--- config.mk ---
export PLATFORM = sky130hd
export DESIGN_NAME = bus_arbiter
export DESIGN_NICKNAME = d
export VERILOG_FILES = /design/src/rtl/bus_arbiter.sv
export SDC_FILE = /design/constraint.sdc
export NUM_CORES = 1
export LEC_CHECK = 0
export BUFFER_PORTS_ARGS = -buffer_cell sky130_fd_sc_hd__buf_2
export CAP_MARGIN = 20
export CORE_MARGIN = 2
export CORE_UTILIZATION = 40
export DETAILED_ROUTE_END_ITERATION = 12
export GPL_TIMING_DRIVEN = 0
export PLACE_DENSITY_LB_ADDON = 0.2
export SLEW_MARGIN = 25
export SYNTH_ARGS = -nofsm -noshare
export SYNTH_HDL_FRONTEND = slang
export SYNTH_SLANG_ARGS = --single-unit
--- constraint.sdc ---
create_clock -name clock -period 2.42 [get_ports clock]
set_input_delay 0.242 -clock clock [delete_from_list [all_inputs] [get_ports clock]]
set_output_delay 0.242 -clock clock [all_outputs]
set_load 0.1 [all_outputs]
--- src/rtl/bus_arbiter.sv ---
// Two-requester round-robin bus arbiter with address decode, slave timeout
// and a registered one-cycle response back to the granted requester.
module bus_arbiter #(
  parameter logic [31:0] rom_base_addr   = 32'h0000_0000,
  parameter logic [31:0] rom_top_addr    = 32'h0000_0080,
  parameter logic [31:0] uart_base_addr  = 32'h0100_0000,
  parameter logic [31:0] uart_top_addr   = 32'h0100_0004,
  parameter logic [31:0] clint_base_addr = 32'h0200_0000,
  parameter logic [31:0] clint_top_addr  = 32'h0200_C000,
  parameter logic [31:0] tim0_base_addr  = 32'h1000_0000,
  parameter logic [31:0] tim0_top_addr   = 32'h1010_0000,
  parameter logic [31:0] tim1_base_addr  = 32'h2000_0000,
  parameter logic [31:0] tim1_top_addr   = 32'h2010_0000,
  parameter logic [31:0] ram_base_addr   = 32'h8000_0000,
  parameter logic [31:0] ram_top_addr    = 32'h9000_0000,
  parameter int unsigned timeout_cycles  = 1024
) (
  input  logic        clock,
  input  logic        reset,
  input  logic        m0_valid,
  input  logic [31:0] m0_addr,
  input  logic [31:0] m0_wdata,
  input  logic [3:0]  m0_wstrb,
  output logic        m0_ready,
  output logic [31:0] m0_rdata,
  output logic        m0_error,
  input  logic        m1_valid,
  input  logic [31:0] m1_addr,
  input  logic [31:0] m1_wdata,
  input  logic [3:0]  m1_wstrb,
  output logic        m1_ready,
  output logic [31:0] m1_rdata,
  output logic        m1_error,
  output logic        s_valid,
  output logic [2:0]  s_sel,
  output logic        s_instr,
  output logic [31:0] s_addr,
  output logic [31:0] s_wdata,
  output logic [3:0]  s_wstrb,
  input  logic        s_ready,
  input  logic [31:0] s_rdata
);

  localparam int unsigned CNT_W = 16;
  localparam int unsigned SEL_W = 3;
  localparam logic [CNT_W-1:0] TMO_LAST = CNT_W'(timeout_cycles - 1);
  localparam bit TMO_EN = (timeout_cycles != 0);

  typedef enum logic [1:0] {
    IDLE   = 2'd0,
    ACCESS = 2'd1,
    RESP   = 2'd2
  } state_e;

  state_e             state_q, state_d;
  logic               last_grant_q, last_grant_d;
  logic               instr_q, instr_d;
  logic [SEL_W-1:0]   sel_q, sel_d;
  logic [31:0]        addr_q, addr_d;
  logic [31:0]        wdata_q, wdata_d;
  logic [3:0]         wstrb_q, wstrb_d;
  logic [31:0]        rdata_q, rdata_d;
  logic               err_q, err_d;
  logic [CNT_W-1:0]   cnt_q, cnt_d;

  logic               any_valid;
  logic               grant_m1;
  logic [31:0]        req_addr;
  logic [31:0]        req_wdata;
  logic [3:0]         req_wstrb;
  logic               hit;
  logic [SEL_W-1:0]   dec_sel;
  logic               tmo_hit;

  function automatic logic in_win(input logic [31:0] a, input logic [31:0] lo,
                                  input logic [31:0] hi);
    return (a >= lo) && (a < hi);
  endfunction

  // Round-robin pick: on contention the requester not served last wins.
  always_comb begin
    any_valid = m0_valid | m1_valid;
    grant_m1  = m1_valid & (~m0_valid | ~last_grant_q);
    req_addr  = grant_m1 ? m1_addr  : m0_addr;
    req_wdata = grant_m1 ? m1_wdata : m0_wdata;
    req_wstrb = grant_m1 ? m1_wstrb : m0_wstrb;
  end

  // Address map decode, first match in slave-select order.
  always_comb begin
    hit     = 1'b1;
    dec_sel = '0;
    if (in_win(req_addr, rom_base_addr, rom_top_addr))             dec_sel = SEL_W'(0);
    else if (in_win(req_addr, uart_base_addr, uart_top_addr))      dec_sel = SEL_W'(1);
    else if (in_win(req_addr, clint_base_addr, clint_top_addr))    dec_sel = SEL_W'(2);
    else if (in_win(req_addr, tim0_base_addr, tim0_top_addr))      dec_sel = SEL_W'(3);
    else if (in_win(req_addr, tim1_base_addr, tim1_top_addr))      dec_sel = SEL_W'(4);
    else if (in_win(req_addr, ram_base_addr, ram_top_addr))        dec_sel = SEL_W'(5);
    else hit = 1'b0;
  end

  assign tmo_hit = TMO_EN && (cnt_q == TMO_LAST);

  always_ff @(posedge clock) begin
    if (reset) begin
      state_q      <= IDLE;
      last_grant_q <= 1'b1;
      instr_q      <= 1'b0;
      sel_q        <= '0;
      addr_q       <= '0;
      wdata_q      <= '0;
      wstrb_q      <= '0;
      rdata_q      <= '0;
      err_q        <= 1'b0;
      cnt_q        <= '0;
    end else begin
      state_q      <= state_d;
      last_grant_q <= last_grant_d;
      instr_q      <= instr_d;
      sel_q        <= sel_d;
      addr_q       <= addr_d;
      wdata_q      <= wdata_d;
      wstrb_q      <= wstrb_d;
      rdata_q      <= rdata_d;
      err_q        <= err_d;
      cnt_q        <= cnt_d;
    end
  end

  // Next-state and datapath update.
  always_comb begin
    state_d      = state_q;
    last_grant_d = last_grant_q;
    instr_d      = instr_q;
    sel_d        = sel_q;
    addr_d       = addr_q;
    wdata_d      = wdata_q;
    wstrb_d      = wstrb_q;
    rdata_d      = rdata_q;
    err_d        = err_q;
    cnt_d        = cnt_q;
    unique case (state_q)
      IDLE: begin
        if (any_valid) begin
          last_grant_d = grant_m1;
          instr_d      = ~grant_m1;
          addr_d       = req_addr;
          wdata_d      = req_wdata;
          wstrb_d      = req_wstrb;
          sel_d        = dec_sel;
          cnt_d        = '0;
          if (hit) begin
            state_d = ACCESS;
          end else begin
            state_d = RESP;
            err_d   = 1'b1;
            rdata_d = '0;
          end
        end
      end
      ACCESS: begin
        // A completing slave beats a timeout expiring in the same cycle.
        if (s_ready) begin
          rdata_d = (wstrb_q == 4'd0) ? s_rdata : 32'd0;
          err_d   = 1'b0;
          state_d = RESP;
        end else if (tmo_hit) begin
          rdata_d = '0;
          err_d   = 1'b1;
          state_d = RESP;
        end else begin
          cnt_d = cnt_q + CNT_W'(1);
        end
      end
      RESP: begin
        cnt_d   = '0;
        state_d = IDLE;
      end
      default: state_d = IDLE;
    endcase
  end

  // Outputs decoded from registered state only.
  always_comb begin
    s_valid  = 1'b0;
    s_sel    = '0;
    s_instr  = 1'b0;
    s_addr   = '0;
    s_wdata  = '0;
    s_wstrb  = '0;
    m0_ready = 1'b0;
    m0_rdata = '0;
    m0_error = 1'b0;
    m1_ready = 1'b0;
    m1_rdata = '0;
    m1_error = 1'b0;
    if (state_q == ACCESS) begin
      s_valid = 1'b1;
      s_sel   = sel_q;
      s_instr = instr_q;
      s_addr  = addr_q;
      s_wdata = wdata_q;
      s_wstrb = wstrb_q;
    end
    if (state_q == RESP) begin
      if (instr_q) begin
        m0_ready = 1'b1;
        m0_rdata = rdata_q;
        m0_error = err_q;
      end else begin
        m1_ready = 1'b1;
        m1_rdata = rdata_q;
        m1_error = err_q;
      end
    end
  end

endmodule

# ---- After elaboration in Yosys (flattened, before gate mapping)
# Cells that the tools add are included.
dict set report op_classes {
  reduce_logical 14
  order_cmp 12
  bitwise 6
  addsub 1
  muxes 53
  eq_ne 8
}
# operator count
set op_table {}
lappend op_table {{32-bit two-way mux} 13}
lappend op_table {{32-bit one-hot mux with 2 select lines} 1}
lappend op_table {{16-bit two-way mux} 3}
lappend op_table {{16-bit one-hot mux with 3 select lines} 1}
lappend op_table {{32-bit by 1-bit greater-or-equal comparator with 1-bit output, second input constant} 1}
lappend op_table {{32-bit by 25-bit greater-or-equal comparator with 1-bit output, second input constant} 1}
lappend op_table {{32-bit by 26-bit greater-or-equal comparator with 1-bit output, second input constant} 1}
lappend op_table {{32-bit by 29-bit greater-or-equal comparator with 1-bit output, second input constant} 1}
lappend op_table {{32-bit by 30-bit greater-or-equal comparator with 1-bit output, second input constant} 1}
lappend op_table {{32-bit greater-or-equal comparator, second input constant} 1}
lappend op_table {{32-bit by 25-bit < comparator with 1-bit output, second input constant} 1}
lappend op_table {{32-bit by 26-bit < comparator with 1-bit output, second input constant} 1}
lappend op_table {{32-bit by 29-bit < comparator with 1-bit output, second input constant} 1}
lappend op_table {{32-bit by 30-bit < comparator with 1-bit output, second input constant} 1}
lappend op_table {{32-bit < comparator, second input constant} 1}
lappend op_table {{32-bit by 8-bit < comparator with 1-bit output, second input constant} 1}
lappend op_table {{3-bit two-way mux} 7}
lappend op_table {{1-bit two-way mux} 20}
lappend op_table {{16-bit by 1-bit adder with 16-bit output, second input constant} 1}
lappend op_table {{16-bit by 10-bit == test with 1-bit output, second input constant} 1}
lappend op_table {{2-bit two-way mux} 4}
lappend op_table {{4-bit two-way mux} 2}
lappend op_table {{2-bit inequality test, second input constant} 4}
lappend op_table {{4-bit AND reduction} 2}
lappend op_table {{14 further kinds} 23}
dict set report totals {
  in_bits 173
  elab_cells 104
  regBits 124
}

# ---- Depth between registers and ports, before layout
dict set report depth {
  word_depth 15
  depth_mapped 9
  mapped_depth_nobuf 7
}

# ---- Least setup slack after synthesis
# No wires, ideal clock.
dict set report synth_path {
  kind {reg2out}
  startpoint {register state_q[0]}
  endpoint {output port m1_rdata[18]}
  setup_slack_ps -654
  t_arrival_ps 2832
  stages_incl_launch_ff 5
  cell_sequence {dfxtp_1 > clkbuf_1 > nor3b_1 > clkbuf_1 > and2_1}
}
dict set report synth_via {
  elab_chain_len 2
}
# element line_no
set synth_rtl {}
lappend synth_rtl {{start, declared} 55} ;# state_e state_q, state_d;
lappend synth_rtl {{start signal, assigned} 117} ;# state_q <= state_d;
lappend synth_rtl {{2-bit == test} 205} ;# if (state_q == RESP) begin
lappend synth_rtl {{32-bit two-way mux} 205}
lappend synth_rtl {{end, declared} 32} ;# output logic [31:0] m1_rdata,
# Every way passes these cells.

# ---- Worst setup path after layout
dict set report layout_path {
  startpoint {register state_q[0]}
  endpoint {output port m1_rdata[9]}
}
# The elaborated chain is that of the path after synthesis.

==> out/metrics.cfg <==
[placement]
dp_slack_ns=-0.2709
gp_congestion=0.8889
dp_hpwl_um=17580
portBuffers=312

[timing]
fmax_ghz=0.4328
skew_ns=0.007192
period_share=0.9548
fin_crit_ns=2.311
hold_violations=0
rsz0062_at_grt=false
finalSetupTns_ns=0
worst_pin_slew_ns=0.6390
slew_headroom=0.5740
setup_viol=0
slew_viol_final=0
setup_ws_ns=0.1094

[pwr]
power.leakage_nw=4.167
vdd.ir_drop.worst_uv=484.9
power_density_nw_per_um2=609.1
power_mw=5.769

[yosys]
yosysWarnings=0
syn-cell-area_sq_um=6540
async_reset_ff_frac=0
synth_seq_area_share=0.3796
ys_ff_latch=124
synth.most_common_cell=and2_1
synth_area_leader_cell=dfxtp_1
avgSynthCellArea_sq_um=7.937
ys.flop_type=dfxtp_1
syn_inst=824
synth_top_area_frac=0.3796
synth_edf_count=0
syn-num-nets=998
synthTopCellsByArea=dfxtp_1 38%, and2_1 13%, nand2_1 5.7%
synth_cell_types=56
yosys-top-cells-count=138 x and2_1, 124 x dfxtp_1, 99 x nand2_1

[critical_path]
timing_worst_setup_path_type=flip-flop to output pin
cp-end-kind=output pin
max_stage_delay_ns=0.36
crit_chain=clkbuf_4 -> nor3b_4 -> buf_4 -> clkbuf_2 -> and2_1 -> buf_4
start_kind=flip-flop
worst-endpoint-required_ns=2.18
cpMostUsedCell=buf_4
cp_slowest_cell=dfxtp_1
crit_fanout=10
cp.arrival_ns=2.07

[global_route]
grt_antenna_before_repair=0
grt_first_pass_wirelength_um=36560
overflow=0
grt_pass1_vias=7027
grt_max_degree=17
grt_use_total=0.2595

[routing]
wire_per_inst_um=16.85
drt_iter0_markers=351
ant_nets=0
viasPerCell=5.282
drc=0
vias=7332
wl_um=23390
first_pass_iters=5

[clocking]
clk_pin_slew_ns=0.05
cts_hold_buf=0
clock_latency_ns=0.41
cts_root_buf=clkbuf_16
cts_tree=done
cts.sinks=124
cts_buffer_depth=2
htree_levels=4
cts_buffers=17

[die]
die_h_um=131.9
ios=314
dieArea_sq_um=17390
dieWidth_um=131.9
core_sq_um=15940
initial_core_util=0.4102
placementRows=46

[finish]
drive_gt1_frac=0.3498
multi_input_area_sq_um=3704
area_growth_pct=44.82
fillers=1536
fin_nets=1334
seqCellArea_sq_um=2482
diodes=0

[status]
run_status=completed

[min_path]
hold_class=primary input to flip-flop

[run]
cap_violations=0

==> worst max-delay path, delay by kind of cell (launching register included) <==
family	cells	cell delay [ns]
buf+inv	4	0.91
flops	1	0.36
simple gates	2	0.38
==> worst paths after layout <==
check	start	endpoint	slack, ns	depth (start not counted)
worst max-delay path	state_q[0]$_SDFFE_PP0P_	m1_rdata[9]	0.11	6
worst min-delay path	s_rdata[29]	rdata_q[29]$_SDFFE_PP0P_	0.03	3
worst max register to register	cnt_q[12]$_SDFFE_PP0P_	rdata_q[18]$_SDFFE_PP0P_	0.17	8
worst min register to register	wdata_q[28]$_SDFFE_PP0P_	wdata_q[28]$_SDFFE_PP0P_	0.45	2
==> sequential cells by signal (all words and copies together) (netlist names) <==
register      cells
cnt_q            16
err_q             1
wdata_q          32
state_q           2
rdata_q          32
wstrb_q           4
last_grant_q      1
sel_q             3
addr_q           32
instr_q           1
==> final cells by class <==
cell class / instances / area share
plain buffers: 72 / 0.03435
clock buffers: 23 / 0.05152
clock inverters: 8 / 0.009511
inverters: 36 / 0.01427
multi-input cells: 592 / 0.3910
flip-flops and latches: 124 / 0.2621
well taps: 216 / 0.02853
repair buffers: 317 / 0.2087
==> timing repair <==
action,in CTS,in global routing
hold endpoints to repair,0,0
gates resized for setup,133,39
buffers inserted,5,0
pin swaps,2,0
setup endpoints to repair,187,158
==> cell usage in the layout (no fill, tap or decap), types with 6 or more instances in the layout <==
cell	instances
a32oi_1	32
clkbuf_16	17
buf_2	207
clkbuf_1	42
and2_1	121
and2_2	17
nand3_1	9
inv_1	35
nor4_1	9
nand2_1	99
o41ai_1	31
nor2_1	68
a311oi_1	25
clkbuf_2	16
clkinv_2	6
dfxtp_1	124
nor3_1	14
buf_6	29
xnor2_1	7
a22oi_1	38
a21oi_1	42
xor2_1	6
buf_4	89
o211ai_1	7
==> where the power goes <==
group          internal, mW  switching (mW)  total, mW
Clock                  1.61           0.885       2.49
Combinational         0.354           0.666       1.02
Sequential             2.19          0.0684       2.26
Total                  4.15            1.62       5.77
==> per-layer routing <==
layer	share of wire	GRT usage
met3	0.058	0.05613
met1	0.42	0.3185
met2	0.49	0.4468
met4	0.024	0.09420
met5	0	0
==> per-stage QoR <==
step                instances  hold slack, ns    util  area (sq um)
finish                   1388         0.03238  0.5941          9472
CTS                      1388         0.01665  0.5863          9348
global route             1388         0.03266  0.5941          9472
global placement         1352          0.4331  0.5267          8397
floorplan                 824          0.3558       -          6565
detailed placement       1352          0.4390  0.5270          8402
==> logic make-up after synthesis <==
| group | synth area share |
|---|---|
| AND/OR/NAND/NOR | 0.2824 |
| AO/OA/AOI/OAI | 0.2445 |
| flip-flops | 0.3796 |
| buffers and inverters | 0.06562 |
| XOR/XNOR | 0.01741 |
| multiplexers | 0.008609 |
| adder cells (fa/ha/maj) | 0.001913 |
Power figures use the tool's default switching activity.
